==> src/rtl/ram_rsv_station_pkg.sv <==
// Shared reservation-station types and flag bit positions (package cpu_pkg).
// Entry field widths are fixed here; ram_rsv_station checks its parameters against them.
package cpu_pkg;

  localparam int unsigned RSV_DATA_W  = 8;
  localparam int unsigned RSV_ROBID_W = 4;

  localparam int unsigned FLAG_WRITE_EN = 1;
  localparam int unsigned FLAG_NO_CDB   = 7;

  typedef struct packed {
    logic                   rdy;
    logic [RSV_ROBID_W-1:0] tag;
    logic [RSV_DATA_W-1:0]  val;
  } rsv_src_t;

  typedef struct packed {
    logic                   valid;
    logic [7:0]             operand;
    logic [7:0]             flags;
    logic [7:0]             wbs;
    logic [RSV_ROBID_W-1:0] robid;
    rsv_src_t [1:0]         src;
  } rsv_entry_t;

  function automatic logic entry_ready(input rsv_entry_t e);
    return e.valid && e.src[0].rdy && e.src[1].rdy;
  endfunction

endpackage

==> src/rtl/ram_rsv_station_snoop.sv <==
// Single-source CDB snoop: a pending source whose tag matches the broadcast
// captures the broadcast value and becomes ready.
module rsv_src_snoop
  import cpu_pkg::*;
(
  input  logic                   cdb_valid,
  input  logic [RSV_ROBID_W-1:0] cdb_id,
  input  logic [RSV_DATA_W-1:0]  cdb_val,
  input  rsv_src_t               src_i,
  output rsv_src_t               src_o
);

  always_comb begin
    src_o = src_i;
    if (cdb_valid && !src_i.rdy && (src_i.tag == cdb_id)) begin
      src_o.rdy = 1'b1;
      src_o.val = cdb_val;
    end
  end

endmodule

==> src/rtl/ram_rsv_station.sv <==
// In-order reservation station for the RAM functional unit.
// Optional perf counters (stall_busy_cnt, stall_dep_cnt) enabled by RAM_RSV_PERF_EN.
module ram_rsv_station
  import cpu_pkg::*;
#(
  parameter int unsigned DEPTH   = 4,
  parameter int unsigned DATA_W  = 8,
  parameter int unsigned ROBID_W = 4
) (
  input  logic                           clk,
  input  logic                           rst,
  input  logic                           disp_valid,
  output logic                           disp_ready,
  input  logic [7:0]                     disp_operand,
  input  logic [7:0]                     disp_flags,
  input  logic [7:0]                     disp_wbs,
  input  logic [ROBID_W-1:0]             disp_robid,
  input  logic [1:0]                     disp_src_rdy,
  input  logic [1:0][ROBID_W-1:0]        disp_src_tag,
  input  logic [1:0][DATA_W-1:0]         disp_src_val,
  input  logic                           cdb_valid,
  input  logic [ROBID_W-1:0]             cdb_id,
  input  logic [DATA_W-1:0]              cdb_val,
  input  logic                           fu_busy,
  input  logic                           flush,
  output logic                           input_transmit,
  output logic [7:0]                     operand,
  output logic [1:0][DATA_W-1:0]         depvals,
  output logic [7:0]                     wbs,
  output logic [7:0]                     flags,
  output logic [ROBID_W-1:0]             robid,
`ifdef RAM_RSV_PERF_EN
  output logic [15:0]                    stall_busy_cnt,
  output logic [15:0]                    stall_dep_cnt,
`endif
  output logic [$clog2(DEPTH):0]         count
);

  localparam int unsigned PTR_W = $clog2(DEPTH);
  localparam int unsigned CNT_W = PTR_W + 1;

  if ((DEPTH < 2) || ((DEPTH & (DEPTH - 1)) != 0)) begin : g_bad_depth
    $error("ram_rsv_station: DEPTH must be a power of two >= 2");
  end
  if ((DATA_W != RSV_DATA_W) || (ROBID_W != RSV_ROBID_W)) begin : g_bad_width
    $error("ram_rsv_station: DATA_W/ROBID_W must match cpu_pkg entry widths");
  end

  rsv_entry_t [DEPTH-1:0] ent_q, ent_d;
  logic [PTR_W-1:0]       head_q, head_d, tail_q, tail_d;
  logic [CNT_W-1:0]       count_q, count_d;

  logic                   xmit_q, xmit_d;
  logic [7:0]             operand_q, operand_d, wbs_q, wbs_d, flags_q, flags_d;
  logic [1:0][DATA_W-1:0] depvals_q, depvals_d;
  logic [ROBID_W-1:0]     robid_q, robid_d;

  rsv_src_t snp_src [DEPTH][2];
  rsv_src_t disp_raw [2];
  rsv_src_t byp_src [2];

  logic head_ready, do_issue, do_disp;

  for (genvar s = 0; s < 2; s++) begin : g_disp_src
    assign disp_raw[s] = '{rdy: disp_src_rdy[s], tag: disp_src_tag[s], val: disp_src_val[s]};
    rsv_src_snoop u_byp (
      .cdb_valid (cdb_valid),
      .cdb_id    (cdb_id),
      .cdb_val   (cdb_val),
      .src_i     (disp_raw[s]),
      .src_o     (byp_src[s])
    );
  end

  for (genvar e = 0; e < DEPTH; e++) begin : g_ent
    for (genvar s = 0; s < 2; s++) begin : g_src
      rsv_src_snoop u_snp (
        .cdb_valid (cdb_valid),
        .cdb_id    (cdb_id),
        .cdb_val   (cdb_val),
        .src_i     (ent_q[e].src[s]),
        .src_o     (snp_src[e][s])
      );
    end
  end

  assign disp_ready = (count_q != CNT_W'(DEPTH));
  // Issue readiness uses registered rdy bits, so a CDB capture issues one cycle later.
  assign head_ready = entry_ready(ent_q[head_q]);
  assign do_issue   = head_ready && !fu_busy && !flush;
  assign do_disp    = disp_valid && disp_ready && !flush;

  always_comb begin
    ent_d     = ent_q;
    head_d    = head_q;
    tail_d    = tail_q;
    count_d   = count_q;
    xmit_d    = 1'b0;
    operand_d = operand_q;
    depvals_d = depvals_q;
    wbs_d     = wbs_q;
    flags_d   = flags_q;
    robid_d   = robid_q;

    for (int unsigned i = 0; i < DEPTH; i++) begin
      for (int unsigned s = 0; s < 2; s++) begin
        ent_d[i].src[s] = snp_src[i][s];
      end
    end

    if (do_issue) begin
      xmit_d       = 1'b1;
      operand_d    = ent_q[head_q].operand;
      wbs_d        = ent_q[head_q].wbs;
      flags_d      = ent_q[head_q].flags;
      robid_d      = ent_q[head_q].robid;
      depvals_d[0] = ent_q[head_q].src[0].val;
      depvals_d[1] = ent_q[head_q].src[1].val;
      ent_d[head_q].valid = 1'b0;
      head_d       = head_q + PTR_W'(1);
    end

    // Tail never aliases an issuing head: that would require a full queue, which blocks dispatch.
    if (do_disp) begin
      ent_d[tail_q].valid   = 1'b1;
      ent_d[tail_q].operand = disp_operand;
      ent_d[tail_q].flags   = disp_flags;
      ent_d[tail_q].wbs     = disp_wbs;
      ent_d[tail_q].robid   = disp_robid;
      ent_d[tail_q].src[0]  = byp_src[0];
      ent_d[tail_q].src[1]  = byp_src[1];
      tail_d                = tail_q + PTR_W'(1);
    end

    count_d = count_q + CNT_W'(do_disp) - CNT_W'(do_issue);

    if (flush) begin
      for (int unsigned i = 0; i < DEPTH; i++) begin
        ent_d[i].valid = 1'b0;
      end
      head_d  = '0;
      tail_d  = '0;
      count_d = '0;
      xmit_d  = 1'b0;
    end
  end

  always_ff @(posedge clk) begin
    if (rst) begin
      ent_q     <= '0;
      head_q    <= '0;
      tail_q    <= '0;
      count_q   <= '0;
      xmit_q    <= 1'b0;
      operand_q <= '0;
      depvals_q <= '0;
      wbs_q     <= '0;
      flags_q   <= '0;
      robid_q   <= '0;
    end else begin
      ent_q     <= ent_d;
      head_q    <= head_d;
      tail_q    <= tail_d;
      count_q   <= count_d;
      xmit_q    <= xmit_d;
      operand_q <= operand_d;
      depvals_q <= depvals_d;
      wbs_q     <= wbs_d;
      flags_q   <= flags_d;
      robid_q   <= robid_d;
    end
  end

  assign count          = count_q;
  assign input_transmit = xmit_q;
  assign operand        = operand_q;
  assign depvals        = depvals_q;
  assign wbs            = wbs_q;
  assign flags          = flags_q;
  assign robid          = robid_q;

`ifdef RAM_RSV_PERF_EN
  logic [15:0] stall_busy_q, stall_busy_d, stall_dep_q, stall_dep_d;

  always_comb begin
    stall_busy_d = stall_busy_q;
    stall_dep_d  = stall_dep_q;
    if (head_ready && fu_busy && !(&stall_busy_q)) begin
      stall_busy_d = stall_busy_q + 16'd1;
    end
    if (ent_q[head_q].valid && !head_ready && !(&stall_dep_q)) begin
      stall_dep_d = stall_dep_q + 16'd1;
    end
  end

  always_ff @(posedge clk) begin
    if (rst) begin
      stall_busy_q <= '0;
      stall_dep_q  <= '0;
    end else begin
      stall_busy_q <= stall_busy_d;
      stall_dep_q  <= stall_dep_d;
    end
  end

  assign stall_busy_cnt = stall_busy_q;
  assign stall_dep_cnt  = stall_dep_q;
`endif

endmodule

==> config.mk <==
export PLATFORM = sky130hd
export DESIGN_NAME = ram_rsv_station
export DESIGN_NICKNAME = d
export VERILOG_FILES = /design/src/rtl/ram_rsv_station_pkg.sv /design/src/rtl/ram_rsv_station_snoop.sv /design/src/rtl/ram_rsv_station.sv
export SDC_FILE = /design/constraint.sdc
export NUM_CORES = 1
export LEC_CHECK = 0
export ABC_AREA = 1
export BUFFER_PORTS_ARGS = -buffer_cell sky130_fd_sc_hd__buf_2
export CELL_PAD_IN_SITES_DETAIL_PLACEMENT = 1
export CELL_PAD_IN_SITES_GLOBAL_PLACEMENT = 1
export CORE_MARGIN = 10
export CORE_UTILIZATION = 25
export DETAILED_ROUTE_END_ITERATION = 10
export PLACE_DENSITY = 0.54
export SLEW_MARGIN = 5
export SYNTH_ARGS = -nofsm -noshare
export SYNTH_HDL_FRONTEND = slang
export SYNTH_HIERARCHICAL = 1
export SYNTH_SLANG_ARGS = --single-unit
==> constraint.sdc <==
create_clock -name clk -period 2.6 [get_ports clk]
set_clock_uncertainty 0.2 [all_clocks]
set_input_delay 0.13 -clock clk [delete_from_list [all_inputs] [get_ports clk]]
set_output_delay 0.13 -clock clk [all_outputs]
set_load 0.05 [all_outputs]
==> flow_metrics.tcl, run 1 <==
set metrics [dict create \
    outcome "completed" \
    dr.first_iter.drc_count 484 \
    clock_latency_ns 0.56 \
    cap_violations 0 \
    slew_headroom_pct 37.43 \
    yosysUniqueCellTypes 29 \
    drive_gt1_share_pct 15.17 \
    clkPwrFrac_pct 47.1 \
    core-area_um2 55200 \
    fp.dieH_um 256.3 \
    vdd.ir_drop.worst_uv 366.2 \
    initial_core_util_pct 25.30 \
    syn2layout_area_growth_pct 20.10 \
    hold_viol_final 0 \
    utilization_pct 30.38 \
    setup-tns-final_ns 0 \
    ant_nets 0 \
    end_kind "flop" \
    num_rows 86 \
    p_leak_nw 6.841 \
    clock_path_buffers 3 \
    path_class "reg -> reg" \
    syn_area_per_cell_um2 7.088 \
    internal-power_mw 7.391 \
    io_buffers 120 \
    crit_required_ns 2.86 \
    setup_viol 0 \
    ios 121 \
    p_switching_mw 2.764 \
    max_clock_freq_mhz 415.2 \
    synthCells 1970 \
    hpwl_mm 34.14 \
    vias 13340 \
    ys_warn_count 6 \
    fin_crit_ns 2.409 \
    wl_per_cell_um 18.65 \
    tightest_slew_ns 0.9386 \
    grt_pass1_vias 14110 \
    die_w_um 256.3 \
    worstPathArrival_ns 2.67 \
    grt_pass1_wl_mm 83.52 \
    h-tree-depth 2 \
    drt-total-wl_mm 52.93 \
    reg2reg_slack_ns 0.19 \
    clk_pin_slew_ns 0.06 \
    antenna_found_initial 1 \
    cp_max_fo 6 \
    power_density_nw_per_um2 605.5 \
    reg2reg_depth 13 \
    grt_usage_pct 15.86 \
    rr_startpoint "head_q[0]$_SDFFE_PP0N_" \
    hp-class "in -> reg" \
    dieArea_um2 65710 \
    cts-root-buf "clkbuf_16" \
    vias_per_cell 4.699 \
    rsz0062_at_grt "no" \
    tritoncts "yes" \
    first_pass_iters 4 \
    cts_resized 0 \
    slew_violations 0 \
    cts_made_buffers 36 \
    syn_area_um2 13960 \
    fin_nets 2149 \
    seq_power_share_pct 42.5 \
    worstHoldStart "cdb_valid" \
    syn-num-nets 2053 \
    hold_depth 7 \
    grt_overflow_total 0 \
    fin_crit_sh_pct 92.64 \
    synth_seq_cells 272 \
    drc 0 \
    crit_path_start_kind "flop" \
    switching_share_pct 27.22 \
    yosysSeqAreaShare_pct 39.00 \
    cts.sinks 272 \
    hold_end "ent_q[179]$_SDFF_PP0_" \
    place_congestion 0.7634 \
    grt_start_max_net_pins 115 \
    rr_endpoint "count[2]$_SDFF_PP0_" \
    p_comb_share_pct 10.4 \
]
==> per-stage QoR <==
step / hold slack, ns / power [mW] / instance area, µm² / std cells / setup WS [ns]
6_report: 0.1431 / 10.15 / 16770 / 2838 / 0.1913
5_1_grt: 0.1847 / 10.61 / 16770 / 2838 / 0.07029
4_1_cts: 0.1184 / 10.33 / 16770 / 2837 / 0.1654
3_5_place_dp: 0.2453 / 5.393 / 14980 / 2709 / 0.2029
3_3_place_gp: 0.2385 / 5.370 / 14980 / 2709 / 0.2459
2_1_floorplan: 0.08869 / 5.034 / 14000 / 1970 / 0.0007010
==> cells by family after synthesis <==
kind of cell	synth area share, %
flops	39.00
buf+inv	12.19
fa+ha+maj	1.039
xor+xnor	0.06274
simple gates	26.62
compound gates	21.09
==> flip-flops by register name (all words and copies together) (netlist names) <==
name,cells
input_transmit,1
ent_q,220
robid,4
head_q,2
flags,8
depvals,16
tail_q,2
count,3
wbs,8
operand,8
==> worst max path at each step <==
stage | startpoint | endpoint | slack [ns] | cells after the start
after floorplan | count[1]$_SDFF_PP0_ | count[2]$_SDFF_PP0_ | 0.0007 | 13
after global placement | head_q[0]$_SDFFE_PP0N_ | count[2]$_SDFF_PP0_ | 0.25 | 13
after detailed placement | head_q[0]$_SDFFE_PP0N_ | count[2]$_SDFF_PP0_ | 0.20 | 13
after CTS | head_q[0]$_SDFFE_PP0N_ | count[2]$_SDFF_PP0_ | 0.17 | 13
after global routing | head_q[0]$_SDFFE_PP0N_ | count[2]$_SDFF_PP0_ | 0.07 | 13
final | head_q[0]$_SDFFE_PP0N_ | count[2]$_SDFF_PP0_ | 0.19 | 13
==> layout make-up <==
| class | count | area [µm²] |
|---|---|---|
| inverter | 221 | 830.8 |
| antenna | 1 | 2.502 |
| tap | 748 | 935.9 |
| sequential | 272 | 5459 |
| timing repair buffer | 220 | 1584 |
| multi-input combinational | 1315 | 6844 |
| clock buffer | 51 | 1028 |
| fill | 6701 | 38430 |
| clock inverter | 10 | 85.08 |
==> cells in the mapped netlist <==
library cell	count	share of area [%]
nor2_8	20	2.9
o22ai_1	16	0.72
buf_1	2	0.054
inv_1	207	5.6
nor2_2	10	0.45
inv_2	13	0.35
o21ai_2	10	0.63
buf_2	34	1.2
buf_4	51	2.7
nand3_4	20	2.5
nand2_1	405	11
or2_2	1	0.045
nand3_2	3	0.22
o21ai_1	42	1.5
dfxtp_1	272	39
xnor2_1	1	0.063
nand2_4	12	0.97
clkbuf_1	71	1.9
ha_1	10	0.90
fa_1	1	0.14
o21ai_0	209	7.5
nor2_4	1	0.081
a21oi_1	300	11
clkinv_1	1	0.027
nand3_1	160	5.7
nand4_1	6	0.27
nor2_1	75	2.0
buf_6	4	0.32
nand2_2	13	0.58
==> worst max-delay path, stage by stage (launching register included) <==
cell	delay (ns)
dfxtp_4	0.37
nand2_1	0.06
inv_1	0.03
nand2_1	0.08
nand3_2	0.14
nand3_2	0.12
inv_2	0.04
ha_1	0.26
inv_1	0.06
ha_1	0.13
inv_1	0.06
fa_2	0.35
or2_2	0.30
a21oi_1	0.12
==> power groups by stage <==
stage	clock network [mW]	registers, mW	logic, mW
global route	5.11	4.33	1.17
CTS	4.94	4.32	1.07
detailed placement	0	4.41	0.984
finish	4.78	4.32	1.06
global placement	0	4.41	0.964
floorplan	0	4.40	0.636
==> cells in the final DEF, fill, tap and decap left out, types with 2 or more instances in the layout <==
cell,count
ha_1,10
clkinvlp_4,2
nor2_1,74
clkbuf_1,9
clkbuf_16,37
nor2_2,10
dfxtp_4,3
o21ai_2,10
buf_4,29
o22ai_1,16
nand2_2,11
dfxtp_1,267
o21ai_0,209
buf_2,119
a21oi_1,300
nand4_1,6
o21ai_1,42
dfxtp_2,2
inv_2,13
clkbuf_8,5
nand3_1,160
buf_12,5
nand3_2,3
dlygate4sd3_1,67
clkinv_2,6
nand2_4,15
nor2_4,2
nand3_4,20
inv_1,206
nor2_8,20
nand2_1,404
==> routing by layer <==
layer / up-vias / track usage, % / part of all wire (%) / wire (µm)
met2: 167 / 27.05 / 47 / 24930
met3: 54 / 2.445 / 3.1 / 1638
li1: 6586 / - / - / -
met4: 0 / 4.001 / 1.7 / 897
met1: 6528 / 20.49 / 48 / 25460
met5: - / 0 / 0 / 0
==> timing repair <==
action | CTS | global route
hold endpoints to repair | 242 | 0
setup buffers | 0 | 0
hold buffers | 67 | 0
No activity file was read; power rests on OpenSTA's default activity.
==> inputs of run 2 (changes only) <==
SYNTH_HIERARCHICAL = not set   (was 1)
==> flow_metrics.tcl, run 2 <==
set metrics [dict create \
    outcome "completed" \
    reg2reg_depth 9 \
    power_density_nw_per_um2 622.5 \
    dr.first_iter.drc_count 806 \
    clock_path_buffers 3 \
    setup-tns-final_ns 0 \
    seq_power_share_pct 43.1 \
    slew_headroom_pct 45.63 \
    hold_viol_final 0 \
    core-area_um2 51510 \
    switching_share_pct 26.72 \
    max_clock_freq_mhz 394.4 \
    tightest_slew_ns 0.8156 \
    syn_area_um2 13050 \
    tritoncts "yes" \
    syn_area_per_cell_um2 6.919 \
    clock_latency_ns 0.55 \
    p_switching_mw 2.677 \
    cp_max_fo 9 \
    hold_depth 7 \
    wl_per_cell_um 19.22 \
    fin_nets 2102 \
    dieArea_um2 61730 \
    drt-total-wl_mm 52.37 \
    cts_made_buffers 35 \
    end_kind "flop" \
    fp.dieH_um 248.5 \
    hpwl_mm 32.73 \
    yosysMostFrequentCell "nand2_1" \
    yosys.area.top_type_share_pct 41.73 \
    ys_warn_count 0 \
    worst_hold_slack_ns 0.08151 \
    rsz0062_at_grt "no" \
    place_congestion 0.7870 \
    ys.flop_type "dfxtp_1" \
    grt_start_max_net_pins 69 \
    synthTopCellsByArea "dfxtp_1, nand2_1, o21ai_0, nor2_1, a21oi_1" \
    vdd.ir_drop.worst_uv 380.2 \
    io_buffers 120 \
    p_comb_share_pct 10.0 \
    clkPwrFrac_pct 46.8 \
    syn-num-nets 1969 \
    antenna_found_initial 2 \
    num_rows 83 \
    vias_per_cell 4.792 \
    drc 0 \
    ios 121 \
    drive_gt1_share_pct 13.31 \
    grt_pass1_vias 13330 \
    yosys-top-cells-count "nand2_1, nor2_1, dfxtp_1, o21ai_0, a21oi_1" \
    setup_viol 0 \
    final_common_cell "nand2_1" \
    slew_violations 0 \
    crit_path_frequent_cell "nand2_1" \
    max_stage_delay_ns 0.61 \
    cp_slowest_cell "a21oi_2" \
    die_w_um 248.5 \
    vias 13060 \
    cts_setup_buffers 0 \
    layout_common_cells "nand2_1, nor2_1, dfxtp_1" \
    internal-power_mw 7.343 \
    largest_reg_flops 220 \
    cts-root-buf "clkbuf_16" \
    crit_required_ns 2.84 \
    p_leak_nw 6.763 \
    grt_usage_pct 16.17 \
    fin_crit_ns 2.536 \
    first_pass_iters 5 \
    synth_edf_count 0 \
    ant_nets 0 \
    crit_path_start_kind "flop" \
    synthCells 1886 \
    cp_cell_sequence "inv_1 -> nand2_1 -> a21oi_2 -> nand3_4 -> nand2_1 -> nand3_1 -> nand2_1 -> nor2_1 -> dlygate4sd3_1" \
    cts.sinks 272 \
    synth_seq_cells 272 \
    cap_violations 0 \
    syn2layout_area_growth_pct 23.36 \
    yosysSeqAreaShare_pct 41.73 \
    regMostFlops "ent_q" \
    async_reset_ff_share_pct 0 \
    fin_crit_sh_pct 97.53 \
    fillCellCount 6465 \
    synth_area_leader_cell "dfxtp_1" \
    h-tree-depth 2 \
    grt_overflow_total 0 \
    path_class "reg -> reg" \
    grt_pass1_wl_mm 80.50 \
    initial_core_util_pct 25.33 \
    worstPathArrival_ns 2.77 \
    clk_pin_slew_ns 0.06 \
    hp-class "in -> reg" \
    yosysUniqueCellTypes 31 \
]
[run 2: metrics by stage]
step | utilization, % | setup WS [ns] | instances | power [mW] | instance area [µm²]
6_report | 31.25 | 0.06420 | 2725 | 10.02 | 16100
5_1_grt | 31.25 | 0.01275 | 2724 | 10.45 | 16090
4_1_cts | 31.18 | 0.1061 | 2722 | 10.17 | 16060
3_5_place_dp | 27.65 | 0.2379 | 2587 | 5.315 | 14240
3_3_place_gp | 27.65 | 0.2473 | 2587 | 5.299 | 14240
2_1_floorplan | - | 0.002548 | 1886 | 4.966 | 13080
[run 2: layer usage]
metal,share of wire (%),GRT usage [%],vias to the layer above
met3,4.3,2.795,45
met4,1.3,3.352,0
met1,48,21.87,6325
met5,0,0,-
met2,46,26.38,220
li1,-,-,6469
[run 2: critical path, delay by kind of cell, from the launching register on]
family                 cells  cell delay [ns]
and+or+nand+nor            6             0.68
buffers and inverters      2             0.62
DFF                        1             0.31
AOI/OAI and AO/OA          1             0.61
[run 2: cells by family after synthesis]
logic type	synth area share, %
and+or+nand+nor	30.64
adders and majority gates	1.112
buffers and inverters	8.294
DFF	41.73
xor gates and xnor gates	0.06713
AOI/OAI and AO/OA	18.16
[run 2: final timing paths]
check / start / end / slack, ns
setup / recovery: ent_q[12]$_SDFF_PP0_ / ent_q[4]$_SDFF_PP0_ / 0.06
hold / removal: cdb_valid / ent_q[61]$_SDFF_PP0_ / 0.08
setup reg to reg: ent_q[12]$_SDFF_PP0_ / ent_q[4]$_SDFF_PP0_ / 0.06
hold reg to reg: ent_q[152]$_SDFFE_PP0P_ / ent_q[152]$_SDFFE_PP0P_ / 0.25
[run 2: final cells by class]
| cell class | count | area (µm²) | share of cell area, % |
|---|---|---|---|
| timing repair buffer | 225 | 1720 | 10.69 |
| tap | 680 | 850.8 | 5.286 |
| inverter | 114 | 430.4 | 2.674 |
| clock buffer | 56 | 1036 | 6.436 |
| multi-input combinational | 1371 | 6551 | 40.70 |
| clock inverter | 5 | 43.79 | 0.2721 |
| antenna | 2 | 5.005 | 0.03109 |
| sequential | 272 | 5459 | 33.91 |
[run 2: power by group through the flow]
stage / registers [mW] / logic (mW) / clock network (mW)
final: 4.32 / 1.00 / 4.69
after floorplan: 4.40 / 0.562 / 0
after CTS: 4.32 / 0.996 / 4.85
after global placement: 4.41 / 0.888 / 0
after global routing: 4.33 / 1.11 / 5.00
after detailed placement: 4.41 / 0.902 / 0
[run 2: timing repair]
action,in CTS,in global routing
endpoints found under the setup margin,0,1
gates resized for setup,0,1
hold endpoints to repair,228,0
hold buffers,74,0
